$ cat config.mk
export PLATFORM = sky130hd
export DESIGN_NAME = dram_port_arbiter_flat
export DESIGN_NICKNAME = d
export VERILOG_FILES = /design/src/rtl/dram_port_arbiter_pkg.sv /design/src/rtl/dram_port_arbiter_if.sv /design/src/rtl/dram_tag_fifo.sv /design/src/rtl/dram_port_arbiter.sv /design/src/flat_wrapper.sv
export SDC_FILE = /design/constraint.sdc
export NUM_CORES = 1
export LEC_CHECK = 0
export ABC_AREA = 1
export CAP_MARGIN = 20
export CORE_AREA = 3 3 283 285
export CTS_BUF_LIST = sky130_fd_sc_hd__clkbuf_8 sky130_fd_sc_hd__clkbuf_16
export CTS_CLUSTER_DIAMETER = 150
export CTS_CLUSTER_SIZE = 24
export DETAILED_ROUTE_END_ITERATION = 16
export DIE_AREA = 0 0 286 288
export PLACE_DENSITY = 0.42
export SYNTH_ARGS = -nofsm -noshare
export SYNTH_HDL_FRONTEND = slang
export SYNTH_HIERARCHICAL = 1
export SYNTH_SLANG_ARGS = --single-unit
$ cat constraint.sdc
create_clock -name sys_clk -period 19.8 [get_ports sys_clk]
set_input_delay 1.98 -clock sys_clk [delete_from_list [all_inputs] [get_ports sys_clk]]
set_output_delay 1.98 -clock sys_clk [all_outputs]
set_load 0.03 [all_outputs]
$ cat src/rtl/dram_port_arbiter_pkg.sv
// Shared types and defaults for the DRAM port arbiter: request struct,
// default bus widths, port-index type and tag-width helper.
package dram_port_arbiter_pkg;

    localparam int DEF_ADDR_W = 27;
    localparam int DEF_LINE_W = 128;
    localparam int MAX_PORTS  = 8;

    typedef logic [$clog2(MAX_PORTS)-1:0] port_idx_t;

    typedef struct packed {
        logic                  we;
        logic [DEF_ADDR_W-1:0] addr;
        logic [DEF_LINE_W-1:0] wdata;
    } dram_req_t;

    // A two-port arbiter still needs a one-bit tag.
    function automatic int tag_width(input int num_ports);
        return (num_ports <= 2) ? 1 : $clog2(num_ports);
    endfunction

endpackage

$ cat src/rtl/dram_port_arbiter_if.sv
// Bus bundle between upstream requesters, the arbiter and the DRAM FIFO pair.
// The slave modport is the arbiter's view; master is the surrounding system.
interface dram_port_arbiter_if #(
    parameter int NUM_PORTS = 2,
    parameter int ADDR_W    = dram_port_arbiter_pkg::DEF_ADDR_W,
    parameter int LINE_W    = dram_port_arbiter_pkg::DEF_LINE_W
);

    logic [NUM_PORTS-1:0]             up_req_valid;
    logic [NUM_PORTS-1:0]             up_req_ready;
    logic [NUM_PORTS-1:0]             up_req_we;
    logic [NUM_PORTS-1:0][ADDR_W-1:0] up_req_addr;
    logic [NUM_PORTS-1:0][LINE_W-1:0] up_req_wdata;
    logic [NUM_PORTS-1:0]             up_rsp_valid;
    logic [LINE_W-1:0]                up_rsp_rdata;

    logic                             dn_req_valid;
    logic                             dn_req_ready;
    logic                             dn_req_we;
    logic [ADDR_W-1:0]                dn_req_addr;
    logic [LINE_W-1:0]                dn_req_wdata;
    logic                             dn_rsp_valid;
    logic [LINE_W-1:0]                dn_rsp_rdata;

    modport slave (
        input  up_req_valid, up_req_we, up_req_addr, up_req_wdata,
        output up_req_ready, up_rsp_valid, up_rsp_rdata,
        output dn_req_valid, dn_req_we, dn_req_addr, dn_req_wdata,
        input  dn_req_ready, dn_rsp_valid, dn_rsp_rdata
    );

    modport master (
        output up_req_valid, up_req_we, up_req_addr, up_req_wdata,
        input  up_req_ready, up_rsp_valid, up_rsp_rdata,
        input  dn_req_valid, dn_req_we, dn_req_addr, dn_req_wdata,
        output dn_req_ready, dn_rsp_valid, dn_rsp_rdata
    );

endinterface

$ cat src/rtl/dram_tag_fifo.sv
// In-order queue of requester tags for outstanding DRAM reads.
// Push is dropped when full and pop is ignored when empty.
module dram_tag_fifo #(
    parameter int  TAG_W = 1,
    parameter int  DEPTH = 4,
    localparam int PTR_W = $clog2(DEPTH),
    localparam int CNT_W = PTR_W + 1
) (
    input  logic             sys_clk,
    input  logic             rst,
    input  logic             push,
    input  logic [TAG_W-1:0] push_tag,
    input  logic             pop,
    output logic [TAG_W-1:0] head_tag,
    output logic             full,
    output logic             empty,
    output logic [CNT_W-1:0] count
);

    logic [TAG_W-1:0] mem [DEPTH];
    logic [PTR_W-1:0] wr_ptr;
    logic [PTR_W-1:0] rd_ptr;
    logic             do_push;
    logic             do_pop;

    assign full     = (count == CNT_W'(DEPTH));
    assign empty    = (count == '0);
    assign do_push  = push && !full;
    assign do_pop   = pop && !empty;
    assign head_tag = mem[rd_ptr];

    // Pointers wrap naturally because DEPTH is a power of two.
    always_ff @(posedge sys_clk or posedge rst) begin
        if (rst) begin
            wr_ptr <= '0;
            rd_ptr <= '0;
            count  <= '0;
        end else begin
            // NOTE: state registers use non-blocking assignment so every
            // always_ff sees the pre-edge values of its neighbours.
            if (do_push) wr_ptr <= wr_ptr + 1'b1;
            if (do_pop)  rd_ptr <= rd_ptr + 1'b1;
            count <= count + CNT_W'(do_push) - CNT_W'(do_pop);
        end
    end

    // NOTE: the storage array has no reset; count/pointers alone decide
    // which entries are valid, so the RAM can map to plain flops or LUTRAM.
    always_ff @(posedge sys_clk) begin
        if (do_push) mem[wr_ptr] <= push_tag;
    end

endmodule

$ cat src/rtl/dram_port_arbiter.sv
// Round-robin merge of N cache-line requesters onto one DRAM request stream,
// with an in-order tag queue routing read data back to the issuing port.
module dram_port_arbiter
    import dram_port_arbiter_pkg::*;
#(
    parameter int NUM_PORTS       = 2,
    parameter int ADDR_W          = DEF_ADDR_W,
    parameter int LINE_W          = DEF_LINE_W,
    parameter int MAX_OUTSTANDING = 4
) (
    input  logic               sys_clk,
    input  logic               rst,
    dram_port_arbiter_if.slave bus,
    output logic               err_orphan_rsp
);

    localparam int TAG_W = tag_width(NUM_PORTS);
    localparam int CNT_W = $clog2(MAX_OUTSTANDING) + 1;

    typedef struct packed {
        logic              we;
        logic [ADDR_W-1:0] addr;
        logic [LINE_W-1:0] wdata;
    } req_t;

    typedef struct packed {
        logic             found;
        logic [TAG_W-1:0] idx;
    } pick_t;

    // Scan backwards so the eligible port closest to start is kept last.
    function automatic pick_t rr_pick(input logic [NUM_PORTS-1:0] elig,
                                      input logic [TAG_W-1:0]     start);
        pick_t            res;
        logic [TAG_W-1:0] idx;
        res = '0;
        for (int k = NUM_PORTS - 1; k >= 0; k--) begin
            idx = TAG_W'((int'(start) + k) % NUM_PORTS);
            if (elig[idx]) begin
                res.found = 1'b1;
                res.idx   = idx;
            end
        end
        return res;
    endfunction

    logic [TAG_W-1:0]     rr_ptr;
    logic                 out_valid;
    req_t                 out_req;
    logic [NUM_PORTS-1:0] rsp_onehot;
    logic [LINE_W-1:0]    rsp_data;

    logic [NUM_PORTS-1:0] eligible;
    logic [NUM_PORTS-1:0] grant_onehot;
    logic [NUM_PORTS-1:0] rsp_onehot_next;
    pick_t                pick;
    req_t                 grant_req;
    logic                 can_load;
    logic                 grant;
    logic                 tag_push;
    logic                 tag_pop;
    logic                 orphan;

    logic                 tag_full;
    logic                 tag_empty;
    logic [TAG_W-1:0]     tag_head;
    logic [CNT_W-1:0]     tag_count;

    dram_tag_fifo #(
        .TAG_W (TAG_W),
        .DEPTH (MAX_OUTSTANDING)
    ) u_tag_fifo (
        .sys_clk  (sys_clk),
        .rst      (rst),
        .push     (tag_push),
        .push_tag (pick.idx),
        .pop      (tag_pop),
        .head_tag (tag_head),
        .full     (tag_full),
        .empty    (tag_empty),
        .count    (tag_count)
    );

    always_comb begin
        // NOTE: every variable gets a default before any conditional
        // assignment, otherwise synthesis infers a latch.
        eligible        = '0;
        grant_onehot    = '0;
        rsp_onehot_next = '0;
        grant_req       = '0;

        for (int i = 0; i < NUM_PORTS; i++) begin
            eligible[i] = bus.up_req_valid[i] && (bus.up_req_we[i] || !tag_full);
        end

        can_load = !out_valid || bus.dn_req_ready;
        pick     = rr_pick(eligible, rr_ptr);
        grant    = !rst && can_load && pick.found;
        if (grant) grant_onehot[pick.idx] = 1'b1;

        grant_req.we    = bus.up_req_we[pick.idx];
        grant_req.addr  = bus.up_req_addr[pick.idx];
        grant_req.wdata = bus.up_req_wdata[pick.idx];

        // Writes are posted; only reads need a return route.
        tag_push = grant && !grant_req.we;
        tag_pop  = bus.dn_rsp_valid && (tag_count != '0);
        orphan   = bus.dn_rsp_valid && tag_empty;
        if (tag_pop) rsp_onehot_next[tag_head] = 1'b1;
    end

    always_ff @(posedge sys_clk or posedge rst) begin
        if (rst) begin
            rr_ptr         <= '0;
            out_valid      <= 1'b0;
            out_req        <= '0;
            rsp_onehot     <= '0;
            rsp_data       <= '0;
            err_orphan_rsp <= 1'b0;
        end else begin
            if (grant) begin
                out_valid <= 1'b1;
                out_req   <= grant_req;
                rr_ptr    <= (pick.idx == TAG_W'(NUM_PORTS - 1)) ? '0 : pick.idx + 1'b1;
            end else if (bus.dn_req_ready) begin
                out_valid <= 1'b0;
            end

            rsp_onehot <= rsp_onehot_next;
            if (tag_pop) rsp_data <= bus.dn_rsp_rdata;
            if (orphan)  err_orphan_rsp <= 1'b1;
        end
    end

    assign bus.up_req_ready = grant_onehot;
    assign bus.up_rsp_valid = rsp_onehot;
    assign bus.up_rsp_rdata = rsp_data;
    assign bus.dn_req_valid = out_valid;
    assign bus.dn_req_we    = out_req.we;
    assign bus.dn_req_addr  = out_req.addr;
    assign bus.dn_req_wdata = out_req.wdata;

endmodule

$ cat src/flat_wrapper.sv
// flat-port wrapper written by rule: the top's interface ports become plain ports
module dram_port_arbiter_flat import dram_port_arbiter_pkg::*;
#(
    parameter int NUM_PORTS       = 2,
    parameter int ADDR_W          = DEF_ADDR_W,
    parameter int LINE_W          = DEF_LINE_W,
    parameter int MAX_OUTSTANDING = 4
)
  (sys_clk, rst, err_orphan_rsp, bus_up_req_valid, bus_up_req_we, bus_up_req_addr, bus_up_req_wdata, bus_up_req_ready, bus_up_rsp_valid, bus_up_rsp_rdata, bus_dn_req_valid, bus_dn_req_we, bus_dn_req_addr, bus_dn_req_wdata, bus_dn_req_ready, bus_dn_rsp_valid, bus_dn_rsp_rdata);
  dram_port_arbiter_if #(.NUM_PORTS(NUM_PORTS), .ADDR_W(ADDR_W), .LINE_W(LINE_W)) bus_i ();
  input  logic sys_clk;
  input  logic rst;
  output logic err_orphan_rsp;
  input wire logic [$bits(bus_i.up_req_valid)-1:0] bus_up_req_valid;
  input wire logic [$bits(bus_i.up_req_we)-1:0] bus_up_req_we;
  input wire logic [$bits(bus_i.up_req_addr)-1:0] bus_up_req_addr;
  input wire logic [$bits(bus_i.up_req_wdata)-1:0] bus_up_req_wdata;
  output wire logic [$bits(bus_i.up_req_ready)-1:0] bus_up_req_ready;
  output wire logic [$bits(bus_i.up_rsp_valid)-1:0] bus_up_rsp_valid;
  output wire logic [$bits(bus_i.up_rsp_rdata)-1:0] bus_up_rsp_rdata;
  output wire logic [$bits(bus_i.dn_req_valid)-1:0] bus_dn_req_valid;
  output wire logic [$bits(bus_i.dn_req_we)-1:0] bus_dn_req_we;
  output wire logic [$bits(bus_i.dn_req_addr)-1:0] bus_dn_req_addr;
  output wire logic [$bits(bus_i.dn_req_wdata)-1:0] bus_dn_req_wdata;
  input wire logic [$bits(bus_i.dn_req_ready)-1:0] bus_dn_req_ready;
  input wire logic [$bits(bus_i.dn_rsp_valid)-1:0] bus_dn_rsp_valid;
  input wire logic [$bits(bus_i.dn_rsp_rdata)-1:0] bus_dn_rsp_rdata;
  assign bus_i.up_req_valid = bus_up_req_valid;
  assign bus_i.up_req_we = bus_up_req_we;
  assign bus_i.up_req_addr = bus_up_req_addr;
  assign bus_i.up_req_wdata = bus_up_req_wdata;
  assign bus_up_req_ready = bus_i.up_req_ready;
  assign bus_up_rsp_valid = bus_i.up_rsp_valid;
  assign bus_up_rsp_rdata = bus_i.up_rsp_rdata;
  assign bus_dn_req_valid = bus_i.dn_req_valid;
  assign bus_dn_req_we = bus_i.dn_req_we;
  assign bus_dn_req_addr = bus_i.dn_req_addr;
  assign bus_dn_req_wdata = bus_i.dn_req_wdata;
  assign bus_i.dn_req_ready = bus_dn_req_ready;
  assign bus_i.dn_rsp_valid = bus_dn_rsp_valid;
  assign bus_i.dn_rsp_rdata = bus_dn_rsp_rdata;
  dram_port_arbiter #(.NUM_PORTS(NUM_PORTS), .ADDR_W(ADDR_W), .LINE_W(LINE_W), .MAX_OUTSTANDING(MAX_OUTSTANDING)) u_core (.sys_clk(sys_clk), .rst(rst), .bus(bus_i), .err_orphan_rsp(err_orphan_rsp));
endmodule
==> results.py <==
metrics = {
    "floorplanning": {
        "core_um2": 77600,
        "die-area_um2": 82400,
        "start_util": 0.177,
        "pin_count": 736,
        "fp.dieW_um": 286,
        "die_h_um": 288,
        "rows": 102,
    },
    "detailed_routing": {
        "first_pass_iters": 5,
        "vias": 13900,
        "drt_iter0_drc": 625,
        "drt-total-wl_um": 64500,
        "vias_per_cell": 3.95,
        "ant_nets": 0,
        "wl_per_cell_um": 18.3,
        "drc": 0,
    },
    "critical_path": {
        "end_kind": "output pin",
        "path_cells": "clkdlybuf4s50_1 -> inv_8 -> o21ai_1 -> a21oi_4 -> buf_4 -> nand2_1 -> inv_1 -> clkdlybuf4s50_1",
        "critPathTopFamily": "buffers and inverters",
        "crit_path_max_incr_delay_ns": 0.70,
        "crit_path_max_fanout": 121,
        "crit_required_ns": 17.82,
        "cpMostUsedCell": "clkdlybuf4s50_1",
        "crit_type": "in -> out",
        "crit_buf_inv": 5,
        "start_kind": "input pin",
        "crit_arrival_ns": 5.29,
        "cp_slowest_cell": "buf_4",
    },
    "logic_synthesis": {
        "synth-seq-cells": 300,
        "syn_inst": 1821,
        "ys.flop_type": "dfrtp_1",
        "synth_warnings": 6,
        "syn_area_um2": 13700,
        "synth_edf_count": 4,
        "synth_top_cell_by_area": "dfrtp_1",
        "yosysUniqueCellTypes": 25,
        "syn_nets": 2274,
        "synth_area_leaders": "dfrtp_1, nand2_1, nand3_1",
        "syn_avg_cell_area_um2": 7.53,
        "netlist_top_cells_count": "nand2_1, dfrtp_1, nand3_1, buf_2, clkbuf_1",
        "synth.top_cell.area_share": 0.540,
        "synth_seq_area_share": 0.549,
        "synth.most_common_cell": "nand2_1",
        "ys_async_sr_fraction": 0.987,
    },
    "timing": {
        "setup_tns_ns": 0,
        "clock-skew-final_ns": 0.0225,
        "drv_slew": 0,
        "tightest_slew_ns": 1.05,
        "fmax_mhz": 138,
        "hold_viol": 0,
        "rsz0062_at_grt": "false",
        "fin_crit_ns": 7.27,
        "setup-violations-final": 0,
        "relSlewSlack": 0.302,
        "min_period_over_period": 0.367,
    },
    "clock_tree": {
        "postCtsSetupBuffers": 0,
        "post_cts_resize_count": 0,
        "holdBufCountCts": 0,
        "cts.htree.levels": 1,
        "cts_buffers": 16,
        "tritoncts": "yes",
        "clock-sinks": 300,
        "path_clk_slew_ns": 0.10,
        "clockRootBuffer": "clkbuf_16",
        "clk_latency_ns": 0.53,
        "clockBufferDepth": 3,
    },
    "finish": {
        "regArea_um2": 7530,
        "multi_input_area_um2": 5580,
        "fill_cells": 8382,
        "area_growth_pct": 63.9,
        "finish.utilization": 0.290,
        "nets": 2929,
        "drive_above_1_share": 0.0218,
    },
    "power_and_ir_drop": {
        "power_per_cell_area_nw_per_um2": 121,
        "combPwrFrac": 0.519,
        "intPower_uw": 1510,
        "p_clk_frac": 0.139,
        "p_switching_uw": 1210,
        "finalPower_uw": 2720,
        "p_leak_uw": 0.0110,
        "pwr-share-seq": 0.342,
        "ir_worst_vdd_v": 0.0000517,
        "switching_share": 0.445,
    },
    "global_routing": {
        "grt_pass1_vias": 14300,
        "overflow": 0,
        "grt_pass1_wl_um": 94700,
        "grt_max_degree": 122,
        "track_usage": 0.150,
        "antenna_found_initial": 10,
    },
    "placement": {
        "dp_hpwl_um": 47600,
        "portBuffers": 735,
        "gp_congestion": 0.865,
    },
    "status": {
        "status": "finished clean",
    },
    "worst_hold_path": {
        "worstHoldPathType": "reg -> reg",
    },
    "run": {
        "cap_violations": 0,
    },
}
power by group through the flow:
stage	sequential (µW)	combinational (µW)	clock, µW
3_5_place_dp	941	1440	0
3_3_place_gp	937	1440	0
2_1_floorplan	1320	376	0
4_1_cts	933	1440	408
5_1_grt	958	1520	427
6_report	930	1410	378
placed cells by master, fill, tap and decap left out, drive strengths merged:
master         instances
clkdlybuf4s50        735
inv                   30
a21o                   1
o31ai                  1
a21oi                  2
a21boi                 1
nand3                162
clkbuf                18
dfrtp                296
edfxtp                 4
nand2               1190
o21ai                  5
diode                  4
buf                   15
fa                     1
ha                     6
nor2                  10
nand3b                 1
final timing paths:
check | from | end | slack, ns | cells after the start
max | rst | bus_up_req_ready[0] | 12.53 | 8
min | u_core/bus.dn_req_wdata[23]$_DFFE_PP0P_ | u_core/bus.dn_req_wdata[23]$_DFFE_PP0P_ | 0.49 | 2
max reg2reg | u_core/u_tag_fifo/count[1]$_DFF_PP0_ | u_core/u_tag_fifo/count[2]$_DFF_PP0_ | 15.52 | 16
min reg2reg | u_core/bus.dn_req_wdata[23]$_DFFE_PP0P_ | u_core/bus.dn_req_wdata[23]$_DFFE_PP0P_ | 0.49 | 2
max in group asynchronous | rst | u_core/bus.dn_req_wdata[69]$_DFFE_PP0P_ | 15.72 | 4
min in group asynchronous | rst | u_core/u_tag_fifo/wr_ptr[1]$_DFFE_PP0P_ | 1.87 | 2
routing by layer:
layer / up-vias / global-route usage / part of all wire
met1: 6481 / 0.178 / 0.40
met3: 62 / 0.0496 / 0.087
li1: 6853 / - / -
met2: 494 / 0.261 / 0.49
met5: - / 0 / 0.0010
met4: 8 / 0.0360 / 0.022
sequential cells by signal (all words and copies together), names as in the netlist:
signal,cells
u_core/bus.dn_req_addr,27
u_core/bus.dn_req_valid,1
u_core/bus.dn_req_wdata,128
u_core/bus.dn_req_we,1
u_core/bus.up_rsp_rdata,128
u_core/bus.up_rsp_valid,2
u_core/err_orphan_rsp,1
u_core/rr_ptr,1
u_core/u_tag_fifo/count,3
u_core/u_tag_fifo/mem,4
u_core/u_tag_fifo/rd_ptr,2
u_core/u_tag_fifo/wr_ptr,2
cell type report:
class	instances	share of cell area
repair buffers	750	0.332
diodes	4	0.000446
clock buffers	18	0.0195
well taps	1040	0.0579
inverters	28	0.00535
flip-flops and latches	300	0.335
clock inverters	2	0.000668
multi-input cells	1380	0.249
tightest hold or removal path: cells and delay by family (launching register included):
kind | cells | cell delay, ns
DFF | 1 | 0.36
and+or+nand+nor | 2 | 0.10
through the flow:
stage / instance area, µm² / cells / hold WS, ns / setup slack (ns)
2_1_floorplan: 13700 / 1821 / 0.441 / 8.22
3_3_place_gp: 22000 / 3498 / 0.449 / 12.38
3_5_place_dp: 22000 / 3498 / 0.464 / 12.34
4_1_cts: 22500 / 3518 / 0.491 / 12.33
5_1_grt: 22500 / 3520 / 0.507 / 12.17
6_report: 22500 / 3522 / 0.485 / 12.53
logic make-up after synthesis:
group | count (synthesis) | synth area share
adder cells (fa/ha/maj) | 7 | 0.00694
flip-flops | 300 | 0.549
AO/OA/AOI/OAI | 10 | 0.00511
AND/OR/NAND/NOR | 1363 | 0.392
buffers and inverters | 141 | 0.0468
Power figures use the tool's default switching activity.
